File: config.mk
export PLATFORM = sky130hd
export DESIGN_NAME = cmd_dispatcher_flat
export DESIGN_NICKNAME = d
export VERILOG_FILES = /design/src/rtl/cmd_pkg.sv /design/src/rtl/cmd_dispatcher_if.sv /design/src/rtl/cmd_fifo.sv /design/src/rtl/cmd_dispatcher.sv /design/src/flat_wrapper.sv
export SDC_FILE = /design/constraint.sdc
export NUM_CORES = 1
export LEC_CHECK = 0
export CORE_MARGIN = 3
export CORE_UTILIZATION = 55
export DETAILED_ROUTE_END_ITERATION = 7
export PLACE_DENSITY_LB_ADDON = 0.1
export SETUP_SLACK_MARGIN = 0.05
export SYNTH_ARGS = -nofsm -noshare
export SYNTH_HDL_FRONTEND = slang
export SYNTH_HIERARCHICAL = 1
export SYNTH_SLANG_ARGS = --single-unit
File: constraint.sdc
create_clock -name clk -period 4.7 [get_ports clk]
set_input_delay 0.94 -clock clk [delete_from_list [all_inputs] [get_ports clk]]
set_output_delay 0.94 -clock clk [all_outputs]
set_load 0.03 [all_outputs]
File: src/rtl/cmd_pkg.sv
// Shared definitions for the command dispatcher: FSM encoding, header
// field layout, default sizing and the engine ID map.
package cmd_pkg;

  localparam int NUM_ENGINES_DEF = 5;
  localparam int DATA_W_DEF      = 8;
  localparam int FIFO_DEPTH_DEF  = 4;
  localparam int ERR_CNT_W_DEF   = 8;

  // Packet layout: byte 0 is the engine ID, byte 1 the payload length.
  localparam int HDR_ID_LSB  = 0;
  localparam int HDR_ID_W    = DATA_W_DEF;
  localparam int LEN_LSB     = 0;
  localparam int LEN_W       = DATA_W_DEF;

  localparam int TEST_PAT  = 0;
  localparam int FILL_RECT = 1;
  localparam int DRAW_LINE = 2;
  localparam int BLIT      = 3;
  localparam int CLEAR     = 4;

  typedef enum logic [1:0] {
    ST_IDLE    = 2'd0,
    ST_LEN     = 2'd1,
    ST_PAYLOAD = 2'd2,
    ST_DISCARD = 2'd3
  } state_t;

endpackage

File: src/rtl/cmd_dispatcher_if.sv
// Byte stream from the I2C receiver and the one-hot broadcast bus to the
// engines; master is the dispatcher side, slave is the environment side.
interface cmd_dispatcher_if
  import cmd_pkg::*;
#(
  parameter int NUM_ENGINES = NUM_ENGINES_DEF,
  parameter int DATA_W      = DATA_W_DEF
);

  logic                   i2c_rts;
  logic                   i2c_rtr;
  logic [DATA_W-1:0]      i2c_in_data;
  logic [NUM_ENGINES-1:0] engine_out_rts;
  logic [NUM_ENGINES-1:0] engine_in_rtr;
  logic [DATA_W-1:0]      bcast_out_data;

  modport master (
    input  i2c_rts,
    input  i2c_in_data,
    input  engine_in_rtr,
    output i2c_rtr,
    output engine_out_rts,
    output bcast_out_data
  );

  modport slave (
    output i2c_rts,
    output i2c_in_data,
    output engine_in_rtr,
    input  i2c_rtr,
    input  engine_out_rts,
    input  bcast_out_data
  );

endinterface

File: src/rtl/cmd_fifo.sv
// Small synchronous FIFO with registered storage; the head entry is
// visible combinationally so the consumer can peek before popping.
module cmd_fifo
  import cmd_pkg::*;
#(
  parameter int DATA_W     = DATA_W_DEF,
  parameter int FIFO_DEPTH = FIFO_DEPTH_DEF
)(
  input  logic              clk,
  input  logic              rst_,
  input  logic              flush,
  input  logic              push,
  input  logic              pop,
  input  logic [DATA_W-1:0] din,
  output logic [DATA_W-1:0] head,
  output logic              full,
  output logic              empty
);

  localparam int PTR_W = (FIFO_DEPTH > 1) ? $clog2(FIFO_DEPTH) : 1;

  logic [DATA_W-1:0] mem [FIFO_DEPTH];
  logic [PTR_W-1:0]  wr_ptr;
  logic [PTR_W-1:0]  rd_ptr;
  logic [PTR_W:0]    count;
  logic              do_push;
  logic              do_pop;

  assign full    = (count == (PTR_W+1)'(FIFO_DEPTH));
  assign empty   = (count == '0);
  assign do_push = push && !full;
  assign do_pop  = pop && !empty;
  assign head    = mem[rd_ptr];

  // Depth is a power of two, so pointers wrap by natural overflow.
  always_ff @(posedge clk or negedge rst_) begin
    if (!rst_) begin
      wr_ptr <= '0;
      rd_ptr <= '0;
      count  <= '0;
    end else if (flush) begin
      wr_ptr <= '0;
      rd_ptr <= '0;
      count  <= '0;
    end else begin
      if (do_push) wr_ptr <= wr_ptr + PTR_W'(1);
      if (do_pop)  rd_ptr <= rd_ptr + PTR_W'(1);
      case ({do_push, do_pop})
        2'b10:   count <= count + (PTR_W+1)'(1);
        2'b01:   count <= count - (PTR_W+1)'(1);
        default: count <= count;
      endcase
    end
  end

  always_ff @(posedge clk) begin
    if (do_push && !flush) mem[wr_ptr] <= din;
  end

endmodule

File: src/rtl/cmd_dispatcher.sv
// Packet parser and payload router: pops header, length and payload from
// the input FIFO and streams the payload to one engine at a time.
module cmd_dispatcher
  import cmd_pkg::*;
#(
  parameter int NUM_ENGINES = NUM_ENGINES_DEF,
  parameter int DATA_W      = DATA_W_DEF,
  parameter int FIFO_DEPTH  = FIFO_DEPTH_DEF,
  parameter int ERR_CNT_W   = ERR_CNT_W_DEF
)(
  input  logic                 clk,
  input  logic                 rst_,
  cmd_dispatcher_if.master     bus,
  input  logic                 flush,
  output logic                 busy,
  output logic                 err_bad_cmd,
  output logic [ERR_CNT_W-1:0] bad_cmd_count
);

  function automatic logic [ERR_CNT_W-1:0] sat_inc(input logic [ERR_CNT_W-1:0] v);
    return (&v) ? v : v + ERR_CNT_W'(1);
  endfunction

  state_t                 state, state_nxt;
  logic [DATA_W-1:0]      cur_id, cur_id_nxt;
  logic                   valid, valid_nxt;
  logic [DATA_W-1:0]      remaining, remaining_nxt;
  logic                   fsm_pop;
  logic                   bad_hdr;

  logic                   fifo_push;
  logic                   fifo_pop;
  logic                   fifo_full;
  logic                   fifo_empty;
  logic [DATA_W-1:0]      fifo_head;
  logic [NUM_ENGINES-1:0] sel_mask;
  logic                   sel_rtr;

  assign fifo_push = bus.i2c_rts && !fifo_full && !flush;
  assign fifo_pop  = fsm_pop && !flush;

  cmd_fifo #(
    .DATA_W     (DATA_W),
    .FIFO_DEPTH (FIFO_DEPTH)
  ) u_fifo (
    .clk   (clk),
    .rst_  (rst_),
    .flush (flush),
    .push  (fifo_push),
    .pop   (fifo_pop),
    .din   (bus.i2c_in_data),
    .head  (fifo_head),
    .full  (fifo_full),
    .empty (fifo_empty)
  );

  // Decode of the latched engine ID; only meaningful once the header was valid.
  always_comb begin
    sel_mask = '0;
    for (int i = 0; i < NUM_ENGINES; i++) begin
      sel_mask[i] = (cur_id == DATA_W'(i));
    end
  end

  assign sel_rtr            = |(bus.engine_in_rtr & sel_mask);
  assign bus.i2c_rtr        = !fifo_full;
  assign bus.bcast_out_data = fifo_head;
  assign bus.engine_out_rts = (state == ST_PAYLOAD && !fifo_empty) ? sel_mask : '0;
  assign busy               = (state != ST_IDLE) || !fifo_empty;

  always_comb begin
    state_nxt     = state;
    cur_id_nxt    = cur_id;
    valid_nxt     = valid;
    remaining_nxt = remaining;
    fsm_pop       = 1'b0;
    bad_hdr       = 1'b0;
    unique case (state)
      ST_IDLE: begin
        if (!fifo_empty) begin
          fsm_pop    = 1'b1;
          cur_id_nxt = fifo_head;
          state_nxt  = ST_LEN;
          if (fifo_head < DATA_W'(NUM_ENGINES)) begin
            valid_nxt = 1'b1;
          end else begin
            valid_nxt = 1'b0;
            bad_hdr   = 1'b1;
          end
        end
      end
      ST_LEN: begin
        if (!fifo_empty) begin
          fsm_pop       = 1'b1;
          remaining_nxt = fifo_head;
          if (fifo_head == '0)  state_nxt = ST_IDLE;
          else if (valid)       state_nxt = ST_PAYLOAD;
          else                  state_nxt = ST_DISCARD;
        end
      end
      ST_PAYLOAD: begin
        if (!fifo_empty && sel_rtr) begin
          fsm_pop       = 1'b1;
          remaining_nxt = remaining - DATA_W'(1);
          if (remaining == DATA_W'(1)) state_nxt = ST_IDLE;
        end
      end
      ST_DISCARD: begin
        if (!fifo_empty) begin
          fsm_pop       = 1'b1;
          remaining_nxt = remaining - DATA_W'(1);
          if (remaining == DATA_W'(1)) state_nxt = ST_IDLE;
        end
      end
      default: state_nxt = ST_IDLE;
    endcase
  end

  // Flush aborts the packet in flight but keeps the error history.
  always_ff @(posedge clk or negedge rst_) begin
    if (!rst_) begin
      state         <= ST_IDLE;
      cur_id        <= '0;
      valid         <= 1'b0;
      remaining     <= '0;
      err_bad_cmd   <= 1'b0;
      bad_cmd_count <= '0;
    end else if (flush) begin
      state         <= ST_IDLE;
      remaining     <= '0;
      err_bad_cmd   <= 1'b0;
    end else begin
      state         <= state_nxt;
      cur_id        <= cur_id_nxt;
      valid         <= valid_nxt;
      remaining     <= remaining_nxt;
      err_bad_cmd   <= bad_hdr;
      if (bad_hdr) bad_cmd_count <= sat_inc(bad_cmd_count);
    end
  end

endmodule

File: src/flat_wrapper.sv
// flat-port wrapper written by rule: the top's interface ports become plain ports
module cmd_dispatcher_flat import cmd_pkg::*;
#(
  parameter int NUM_ENGINES = NUM_ENGINES_DEF,
  parameter int DATA_W      = DATA_W_DEF,
  parameter int FIFO_DEPTH  = FIFO_DEPTH_DEF,
  parameter int ERR_CNT_W   = ERR_CNT_W_DEF
)
  (clk, rst_, flush, busy, err_bad_cmd, bad_cmd_count, bus_i2c_rts, bus_i2c_in_data, bus_engine_in_rtr, bus_i2c_rtr, bus_engine_out_rts, bus_bcast_out_data);
  cmd_dispatcher_if #(.NUM_ENGINES(NUM_ENGINES), .DATA_W(DATA_W)) bus_i ();
  input  logic clk;
  input  logic rst_;
  input  logic flush;
  output logic busy;
  output logic err_bad_cmd;
  output logic [ERR_CNT_W-1:0] bad_cmd_count;
  input wire logic [$bits(bus_i.i2c_rts)-1:0] bus_i2c_rts;
  input wire logic [$bits(bus_i.i2c_in_data)-1:0] bus_i2c_in_data;
  input wire logic [$bits(bus_i.engine_in_rtr)-1:0] bus_engine_in_rtr;
  output wire logic [$bits(bus_i.i2c_rtr)-1:0] bus_i2c_rtr;
  output wire logic [$bits(bus_i.engine_out_rts)-1:0] bus_engine_out_rts;
  output wire logic [$bits(bus_i.bcast_out_data)-1:0] bus_bcast_out_data;
  assign bus_i.i2c_rts = bus_i2c_rts;
  assign bus_i.i2c_in_data = bus_i2c_in_data;
  assign bus_i.engine_in_rtr = bus_engine_in_rtr;
  assign bus_i2c_rtr = bus_i.i2c_rtr;
  assign bus_engine_out_rts = bus_i.engine_out_rts;
  assign bus_bcast_out_data = bus_i.bcast_out_data;
  cmd_dispatcher #(.NUM_ENGINES(NUM_ENGINES), .DATA_W(DATA_W), .FIFO_DEPTH(FIFO_DEPTH), .ERR_CNT_W(ERR_CNT_W)) u_core (.clk(clk), .rst_(rst_), .bus(bus_i), .flush(flush), .busy(busy), .err_bad_cmd(err_bad_cmd), .bad_cmd_count(bad_cmd_count));
endmodule
# Yosys cells after proc, flatten, opt, wreduce, memory -nomap -nowiden

Memory sizes are Yosys's and may differ from the RTL's.
Cells that the tools add are included.

Bits in registers: 35
Bits in writable memories: 32
Bits of input ports: 17
Output and inout port bits: 24
Logic and storage cells: 95
Memories: 1

$add $sub $neg: 6
Order comparisons: 1
Eq/ne operators: 15
Muxes and demuxes: 31
Bitwise operators: 4
Reduce and logical (&&, ||, !) cells: 28

Memory list:

| name              | depth | bits a word | rd ports | clocked after Yosys merged registers in | wr ports | RTL line       | text |
|---|---|---|---|---|---|---|---|
| u_core.u_fifo.mem | 4     | 8           | 1        | 0                                       | 1        | cmd_fifo.sv:22 | `logic [DATA_W-1:0] mem [FIFO_DEPTH];` |

Operator list:

| cell                  | count |
|---|---|
| $mux W8               | 4 |
| $pmux W8 S3           | 1 |
| $mux W2               | 11 |
| $eq A8 B1 Y1 const B  | 2 |
| $eq A8 B2 Y1 const B  | 2 |
| $logic_not A8 Y1      | 2 |
| $ne A3 B3 Y1 const B  | 4 |
| $mux W1               | 10 |
| $add A8 B1 Y8 const B | 1 |
| $eq A8 B3 Y1 const B  | 1 |
| $logic_and A1 B1 Y1   | 8 |
| $lt A8 B3 Y1 const B  | 1 |
| $pmux W2 S4           | 1 |
| $reduce_and A4 Y1     | 2 |
| $reduce_and A8 Y1     | 1 |
| $sub A8 B1 Y8 const B | 1 |
| $eq A2 B2 Y1 const B  | 3 |
| $pmux W3 S2           | 1 |
| $reduce_and A3 Y1     | 2 |
| $reduce_bool A2 Y1    | 3 |
| $and A5 B5 Y5         | 1 |
| $mux W5               | 1 |
| $reduce_or A5 Y1      | 1 |
| $add A2 B1 Y2 const B | 2 |
| 14 further kinds      | 19 |

# Logic depth before layout (Yosys ltp)

Gate-level depths: netlist (run 1).

Word-level depth: 11
Mapped depth: 12
Gate-level depth less buffers: 10

# By module

Netlist (run 1), hierarchy kept.

By module, submodules not included:

| module         | instances | cells each | area each (um^2) | seq. area each (um^2) |
|---|---|---|---|---|
| cmd_fifo       | 1         | 107        | 1747.9           | 1136.1 |
| cmd_dispatcher | 1         | 169        | 1584.0           | 700.7 |

# Worst setup path after synthesis (run 1)

OpenSTA, ideal clock, no wires.

Path kind: input -> register
Start: input bus_engine_in_rtr[3]
End: register u_core.u_fifo.count[1]
Setup time: 137 ps
Data arrival time: 2853 ps
Required time: 4563 ps
Slack: 1711 ps
Stages on the path: 11
Buffers on the path: 1
Cells stage by stage: mux2i_1 -> a211oi_1 -> o31ai_1 -> a211oi_1 -> buf_2 -> o21ai_2 -> a21oi_1 -> fa_1 -> o311a_1 -> a21oi_1 -> nor3_1

Cells in the longest elaborated chain, start to end: 10
Elaborated cells between the ends (all ways): 12
Those cells by class: eq/ne: 2; mux: 4; bitwise: 1; reduce/logical: 5

Ends and longest elaborated chain:

| element                                      | RTL line              | text |
|---|---|---|
| from (decl)                                  | flat_wrapper.sv:19    | `input wire logic [$bits(bus_i.engine_in_rtr)-1:0] bus_engine_in_rtr;` |
| $and A5 B5 Y5 *                              | cmd_dispatcher.sv:65  | `assign sel_rtr = \|(bus.engine_in_rtr & sel_mask);` |
| $reduce_or A5 Y1 *                           | cmd_dispatcher.sv:65  |  |
| $logic_and A1 B1 Y1 *                        | cmd_dispatcher.sv:102 | `if (!fifo_empty && sel_rtr) begin` |
| $mux W1 *                                    | cmd_dispatcher.sv:102 |  |
| $pmux W1 S2 *                                | cmd_dispatcher.sv:78  | `unique case (state)` |
| $logic_and A1 B1 Y1 *                        | cmd_dispatcher.sv:40  | `assign fifo_pop = fsm_pop && !flush;` |
| named net u_core.fifo_pop                    | cmd_dispatcher.sv:32  | `logic fifo_pop;` |
| $logic_and A1 B1 Y1 *                        | cmd_fifo.sv:32        | `assign do_pop = pop && !empty;` |
| $eq A2 B1 Y1 or $eq A2 B2 Y1 (tied branches) | cmd_fifo.sv:48        | `case ({do_push, do_pop})` |
| $pmux W3 S2                                  | cmd_fifo.sv:48        |  |
| $mux W3                                      | cmd_fifo.sv:41        | `end else if (flush) begin` |
| to (signal assigned)                         | cmd_fifo.sv:49        | `2'b10: count <= count + (PTR_W+1)'(1);` |
| to (signal assigned)                         | cmd_fifo.sv:50        | `2'b01: count <= count - (PTR_W+1)'(1);` |
| to (signal assigned)                         | cmd_fifo.sv:51        | `default: count <= count;` |
| to (decl)                                    | cmd_fifo.sv:25        | `logic [PTR_W:0] count;` |

Mark *: on every way through the listed nets, which the timed path passes. The rest lies on a longest branch.
A chain may end at the register's enable or synchronous reset.

# Worst setup path after layout (run 1)

Start: register u_core.u_fifo.count[0]
End: output bus_engine_out_rts[1]

Cells in the longest elaborated chain, start to end: 4

Ends and longest elaborated chain:

| element                     | RTL line             | text |
|---|---|---|
| $logic_not A3 Y1            | cmd_fifo.sv:30       | `assign empty = (count == '0);` |
| named net u_core.fifo_empty | cmd_dispatcher.sv:34 | `logic fifo_empty;` |
| $logic_not A1 Y1            | cmd_dispatcher.sv:68 | `assign bus.engine_out_rts = (state == ST_PAYLOAD && !fifo_empty) ? sel_mask : '0;` |
| $logic_and A1 B1 Y1         | cmd_dispatcher.sv:68 |  |
| $mux W5                     | cmd_dispatcher.sv:68 |  |
| to (decl)                   | flat_wrapper.sv:21   | `output wire logic [$bits(bus_i.engine_out_rts)-1:0] bus_engine_out_rts;` |

The timed path passes the listed nets, and every way through them passes these cells.

==> metrics.md, run 1 <==
| Metric | Value |
|---|---|
| Core area | `5675 sq um` |
| # diodes | `0` |
| Pleak | `around 1.5 nW` |
| Die width | `83.84 microns` |
| Row count | `27` |
| Die height | `83.84 microns` |
| GRT Max-Usage Layer | `met2` |
| Setup TNS | `0 ns` |
| Measured slew at the worst slew-check pin | `0.9541 ns` |
| Final ANT Viol Nets | `0` |
| Sw Share | `0.3041` |
| Max Slew Vio Count | `0` |
| Power per cell area | `~420 nW/um^2` |
| Initial antenna violation count | `0` |
| Sequential power share | `0.473` |
| YS warnings | `6` |
| Met2 Track Usage GR | `0.3225` |
| Syn nets | `301` |
| Sink Count | `67` |
| CTS tree | `built` |
| Crit-path cells | `nor3_2 -> inv_1 -> nand4_1 -> or3_1 -> nor3b_1 -> clkdlybuf4s50_1` |
| DR DRC count | `0` |
| Worst Setup End Kind | `output port` |
| Post-detail-place hpwl | `4.559 mm` |
| # hold bufs at CTS | `0` |
| GP Congestion | `0.7855` |
| Layout cell share with drive strength beyond 1 | `0.1531` |
| Syn Std Cell Area | `around 3300 sq um` |
| Htree depth | `3` |
| Vias per cell | `5.821` |
| Async SR Flop Fraction | `0.5224` |
| Number of flops mapped to enable cells by yosys | `32` |
| Largest net degree at the start of global routing | `36` |
| P_sw | `between 0.5 and 0.6 mW` |
| Final Total Pwr | `1.657 mW` |
| Clock-pin slew on the worst setup and hold paths | `0.07 ns` |
| Via count | `2282` |
| Worst EP arrival | `2.71 ns` |
| Final Cycle Share | `0.7764` |
| Routed wire per std cell | `16.81 microns` |
| Post-route cell area | `3990 sq um` |
| Starting Density | `0.5871` |
| Final Util | `0.7030` |
| Post-Place Cells | `376` |
| Met1 Use GR | `0.2671` |
| Internal | `1.153 mW` |
| Status | `finished clean` |
| CP Class | `register to output port` |
| 1st-pass router iterations | `4` |
| Total die area | `~7000 sq um` |
| Startpoint Class | `register` |
| First-pass GRT wire length | `11.10 mm` |
| Hold Violations, Final | `0` |
| Critical Path RT | `3.76 ns` |
| Worst-Skew Late Latency | `0.34 ns` |
| Area growth, synth to finish | `19.75%` |
| Max incr delay on CP | `0.70 ns` |
| Min cycle time layout | `around 3.6 ns` |
| CTS resizes | `0` |
| RSZ-0062 raised after global routing | `no` |
| Syn_area_per_cell | `12.07 sq um` |
| Critical-path top delay cell | `clkdlybuf4s50_1` |
| Comb power frac | `0.215` |
| Number of setup buffers added after CTS | `0` |
| Skew final | `roughly 0.013 ns` |
| Total routed wirelength | `6.588 mm` |
| Fill count | `399` |
| HP Class | `register to register` |
| Register area share after synthesis | `0.5513` |
| Seq cells post-synth | `67` |
| Setup-failing EPs final | `0` |
| Post-Synthesis Cells | `276` |
| Met3 usage | `0.04442` |
| Primary FF master, synth | `dfrtp_1` |
| # nets final | `340` |
| CTS max path bufs | `2` |
| Fin cells | `392` |
| Max Cap Viol | `0` |
| Remaining global-route overflow | `0` |
| Max_slew headroom | `0.3639` |
| Netlist cell types | `55` |
| Initial DRC Count | `250` |
| Clock group share of total power | `0.312` |
| Fmax | `0.2740 GHz` |
| VDD IR max | `0.3152 mV` |
| Critical Path Fanout Max | `11` |
| Clock root buffer | `clkbuf_8` |
| Io pins | `41` |
| CTS Buf Count | `9` |
| Vias in the first global route | `2198` |
| Cell Area, Placed | `3775 sq um` |
| GRT Total Usage | `0.2010` |
| I/O Buffers | `40` |
-- layout make-up --
cell class              instances  area (sq um)  share of cell area
clock buffers                   9         123.9             0.03104
repair buffers                 44         430.4              0.1079
well taps                      72         90.09             0.02258
inverters                      11         41.29             0.01035
flip-flops and latches         67          1837              0.4603
multi-input cells             182          1376              0.3449
clock inverters                 7         91.34             0.02289
-- metrics by stage --
| step | setup slack, ns | hold slack (ns) |
|---|---|---|
| after floorplan | 1.711 | 0.4609 |
| after global placement | 1.158 | 0.4812 |
| after detailed placement | 1.125 | 0.4912 |
| after CTS | 1.008 | 0.5031 |
| after global routing | 0.9004 | 0.5312 |
| final | 1.051 | 0.4944 |
-- power by group through the flow --
| stage | sequential (mW) | clock, mW | combinational [mW] |
|---|---|---|---|
| after floorplan | 0.783 | 0 | 0.241 |
| after global placement | 0.791 | 0 | 0.347 |
| after detailed placement | 0.794 | 0 | 0.356 |
| after CTS | 0.782 | 0.527 | 0.358 |
| after global routing | 0.799 | 0.555 | 0.391 |
| final | 0.783 | 0.517 | 0.357 |
-- worst max-delay path: cells and delay by family (launching register included) --
kind	cells	cell delay, ns
AND/OR/NAND/NOR	4	0.96
buffers and inverters	2	0.83
flip-flops	1	0.57
-- cells by family (layout without fill, tap and decap cells) --
| kind of cell | Yosys count | after routing | share of synthesized area |
|---|---|---|---|
| muxes | 21 | 21 | 0.09726 |
| xor gates and xnor gates | 10 | 10 | 0.02628 |
| AOI/OAI and AO/OA | 51 | 51 | 0.1055 |
| adders and majority gates | 8 | 8 | 0.03229 |
| buffers and inverters | 27 | 71 | 0.03755 |
| and+or+nand+nor | 92 | 92 | 0.1498 |
| DFF | 67 | 67 | 0.5513 |
-- cell usage in the layout, fill, tap and decap left out, types with 6 or more instances in the layout --
| master | instances |
|---|---|
| nor3_1 | 9 |
| mux4_2 | 8 |
| o21ai_0 | 13 |
| nand2_1 | 17 |
| dfrtp_1 | 35 |
| mux2_2 | 7 |
| edfxtp_1 | 32 |
| ha_1 | 7 |
| clkbuf_8 | 9 |
| xnor2_1 | 6 |
| inv_1 | 11 |
| clkdlybuf4s50_1 | 40 |
| a21oi_1 | 10 |
| nor2_1 | 21 |
-- path summary, 6_finish.rpt --
check                           slack (ns)  cells past startpoint                       to                     from
worst max register to register        1.72                      6  u_core/bad_cmd_count[6]  u_core/u_fifo/rd_ptr[0]
worst min-delay path                  0.49                      1  u_core/bad_cmd_count[6]  u_core/bad_cmd_count[6]
min in group asynchronous             1.01                      2      u_core/remaining[5]                     rst_
worst max-delay path                  1.05                      6    bus_engine_out_rts[1]   u_core/u_fifo/count[0]
worst min register to register        0.49                      1  u_core/bad_cmd_count[6]  u_core/bad_cmd_count[6]
max in group asynchronous             3.34                      2  u_core/bad_cmd_count[2]                     rst_
-- metal layers --
layer,share of wire,vias up,wire (microns)
met2,0.50,64,3315
met4,0.0093,0,61
li1,-,1086,-
met5,0,-,0
met1,0.42,1125,2792
met3,0.064,7,419
-- flip-flops by register name, indices dropped and copies added (netlist names) --
register,flops
u_core/u_fifo/mem,32
u_core/bad_cmd_count,8
u_core/cur_id,8
u_core/remaining,8
u_core/u_fifo/count,3
u_core/state,2
u_core/u_fifo/rd_ptr,2
u_core/u_fifo/wr_ptr,2
u_core/err_bad_cmd,1
u_core/valid,1
-- cells in the mapped netlist, drive strengths merged (8+ instances only) --
library cell  count  area share
a21oi            10       0.015
clkbuf            9       0.010
nand2            17       0.019
edfxtp           32        0.29
dfrtp            35        0.26
inv              11       0.012
mux2              8       0.028
nor3             11       0.020
mux4              8       0.054
o21ai            16       0.027
nor2             21       0.024
Note: power is estimated with default switching activity, not from simulation.
==> inputs of run 2 (changes only) <==
--- a/config.mk
+++ b/config.mk
@@ -6,7 +6,7 @@
 export NUM_CORES = 1
 export LEC_CHECK = 0
 export CORE_MARGIN = 3
-export CORE_UTILIZATION = 55
+export CORE_UTILIZATION = 50
 export DETAILED_ROUTE_END_ITERATION = 7
 export PLACE_DENSITY_LB_ADDON = 0.1
 export SETUP_SLACK_MARGIN = 0.05
==> constraint.sdc (replaced) <==
create_clock -name clk -period 3.1 [get_ports clk]
set_input_delay 0.62 -clock clk [delete_from_list [all_inputs] [get_ports clk]]
set_output_delay 0.62 -clock clk [all_outputs]
set_load 0.03 [all_outputs]
==> run 2 against run 1 <==
Global-route usage down 0.66 points. Utilization fell by 6.1 points. First-iteration DRC count decreased by 51%. Worst hold slack improved by 0.0038 ns. Sequential power up 51%. Sequential cell count unchanged. Final cell count is 5.1% higher. Die area grew 9.3%. Sequential share of layout area decreased by 1.2 points. Largest cell class unchanged.
==> metrics.md, run 2 (synthesis results as in run 1) <==
| Metric | Value |
|---|---|
| Row count | `29 (+7.4%)` |
| Multi-input logic area | `1381 sq um (+0.36%)` |
| Clock root buffer | `clkbuf_8` |
| First-pass GRT wire length | `11.32 mm (+2.0%)` |
| Measured slew at the worst slew-check pin | `0.5404 ns (-0.4137 ns)` |
| Largest register FFs | `32 (unchanged)` |
| Post-route cell area | `4098 sq um (+2.7%)` |
| Critical Path RT | `2.48 ns (-1.28 ns)` |
| Max_slew headroom | `0.6370 (+0.2731)` |
| Pleak | `1.619 nW (+6.5%)` |
| Most common cell after layout, fill and taps aside | `clkdlybuf4s50_1` |
| Vias per cell | `5.721 (-1.7%)` |
| Pre-CTS WS | `-0.1254 ns (-1.250 ns)` |
| # hold bufs at CTS | `0 (unchanged)` |
| Io pins | `41 (unchanged)` |
| Commonest non-fill, non-tap cells in the layout | `35 x clkdlybuf4s50_1, 34 x dfrtp_1, 32 x edfxtp_1` |
| Area growth, synth to finish | `22.98%` |
| Worst Setup End Kind | `output port` |
| Fill count | `517 (+30%)` |
| Core area | `6386 sq um (+13%)` |
| Worst-Skew Late Latency | `0.34 ns (about the same)` |
| Htree depth | `3 (unchanged)` |
| Vias in the first global route | `2255 (+2.6%)` |
| Hold Violations, Final | `0 (unchanged)` |
| Worst EP arrival | `2.28 ns (-0.43 ns)` |
| Routed wire per std cell | `16.83 microns (+0.16%)` |
| Final Cycle Share | `0.9358` |
| Fmax | `0.3447 GHz` |
| Skew final | `0.01424 ns (+0.0009196 ns)` |
| Critical Path Fanout Max | `2 (-9)` |
| Via count | `2357 (+3.3%)` |
| Remaining global-route overflow | `0 (unchanged)` |
| Startpoint Class | `register` |
| Register area | `1838 sq um (about the same)` |
| # nets final | `355 (+4.4%)` |
| VDD IR max | `0.4771 mV (+51%)` |
| Fin cells | `412 (+5.1%)` |
| Largest Register | `u_core/u_fifo/mem` |
| 1st-pass router iterations | `4 (unchanged)` |
| CTS max path bufs | `2 (unchanged)` |
| HP Class | `register to register` |
| CTS tree | `built` |
| Final WS setup | `0.1989 ns (-0.8519 ns)` |
| Initial antenna violation count | `0 (unchanged)` |
| Number of setup buffers added after CTS | `0 (unchanged)` |
| Max Cap Viol | `0 (unchanged)` |
| Final ANT Viol Nets | `0 (unchanged)` |
| CTS Buf Count | `9 (unchanged)` |
| Sink Count | `67 (unchanged)` |
| Die height | `87.63 microns (+4.5%)` |
| Status | `finished clean` |
| GP Congestion | `0.7967 (+1.4%)` |
| Post-Place Cells | `396 (+5.3%)` |
| Post-detail-place hpwl | `4.871 mm (+6.8%)` |
| # diodes | `0 (unchanged)` |
| Setup TNS | `0 ns (unchanged)` |
| Initial DRC Count | `123 (-51%)` |
| Power per cell area | `609.3 nW/um^2 (+47%)` |
| CP Class | `register to output port` |
| Cell Area, Placed | `3894 sq um (+3.1%)` |
| Total die area | `7679 sq um (+9.3%)` |
| DR DRC count | `0 (unchanged)` |
| Starting Density | `0.5217 (-0.06533)` |
| RSZ-0062 raised after global routing | `no` |
| Layout cell share with drive strength beyond 1 | `0.1970 (+0.04389)` |
| Largest net degree at the start of global routing | `36 (unchanged)` |
| Setup-failing EPs final | `0 (unchanged)` |
| Total routed wirelength | `6.935 mm (+5.3%)` |
| Clock-pin slew on the worst setup and hold paths | `0.09 ns (+0.02 ns)` |
| Min cycle time layout | `2.901 ns` |
| GRT Total Usage | `0.1945 (-0.006558)` |
| I/O Buffers | `40 (unchanged)` |
| Die width | `87.63 microns (+4.5%)` |
| Max Slew Vio Count | `0 (unchanged)` |
## run 2: cell count changes in the layout (fill, tap and decap cells not counted), sizes merged
| cell | change |
|---|---|
| clkinv | -2 |
| dlymetal6s2s | +1 |
| dlygate4sd2 | +4 |
| buf | +15 |
| clkinvlp | +1 |
| clkbuf | +1 |
| bufinv | -1 |
| inv | +1 |
| clkdlybuf4s50 | -5 |
## run 2: critical path, stage by stage (launching register included)
cell and delay [ns]:
dfrtp_1 0.39, nor4_1 0.30, buf_4 0.17, nand4_1 0.11, or3_1 0.35, nor3b_1 0.21
dlygate4sd2_1 0.42
## run 2: final timing paths
kind / start / end / slack [ns] / cells after the start
worst max-delay path: u_core/cur_id[5] / bus_engine_out_rts[1] / 0.20 / 6
worst min-delay path: u_core/bad_cmd_count[5] / u_core/bad_cmd_count[5] / 0.50 / 1
worst max register to register: u_core/u_fifo/rd_ptr[0] / u_core/bad_cmd_count[6] / 0.45 / 6
worst min register to register: u_core/bad_cmd_count[5] / u_core/bad_cmd_count[5] / 0.50 / 1
max in group asynchronous: rst_ / u_core/u_fifo/rd_ptr[0] / 2.03 / 2
min in group asynchronous: rst_ / u_core/remaining[2] / 0.69 / 2
## run 2: layout make-up
class                           instances  area share
Clock buffer                           10     0.03114
Clock inverter                          6     0.01771
Timing Repair Buffer                   59      0.1319
Multi-Input combinational cell        182      0.3371
Inverter                               11     0.01008
Sequential cell                        67      0.4485
Tap cell                               77     0.02351
## run 2: repair_timing
action                     4_1_cts  5_1_grt
gates resized for setup          4        3
setup endpoints to repair        4        6
pin swaps                        0        0
hold endpoints to repair         0        0
gates cloned                     0        0
## run 2: through the flow
stage	util	total power [mW]	hold slack, ns
6_report	0.6417	2.497	0.4983
5_1_grt	0.6417	2.628	0.5225
4_1_cts	0.6403	2.507	0.4968
3_5_place_dp	0.6097	1.771	0.4861
3_3_place_gp	0.6097	1.756	0.4823
2_1_floorplan	-	1.553	0.3244
## run 2: per-layer routing
| layer | track usage | part of all wire | vias to the layer above |
|---|---|---|---|
| li1 | - | - | 1125 |
| met1 | 0.2747 | 0.47 | 1170 |
| met2 | 0.2986 | 0.47 | 49 |
| met3 | 0.03481 | 0.037 | 13 |
| met4 | 0.07950 | 0.018 | 0 |
| met5 | 0 | 0 | - |
## run 2: power by group
group | total [mW] | switching [mW] | internal [mW]
Combinational | 0.579 | 0.303 | 0.276
Clock | 0.739 | 0.358 | 0.380
Sequential | 1.18 | 0.132 | 1.05
==> inputs of run 3 (changes only) <==
--- a/config.mk
+++ b/config.mk
@@ -5,6 +5,7 @@
 export SDC_FILE = /design/constraint.sdc
 export NUM_CORES = 1
 export LEC_CHECK = 0
+export ABC_AREA = 0
 export CORE_MARGIN = 3
 export CORE_UTILIZATION = 50
 export DETAILED_ROUTE_END_ITERATION = 7
==> results of run 3 <==
Final layout, timing and power as in run 2 (identical DEF).
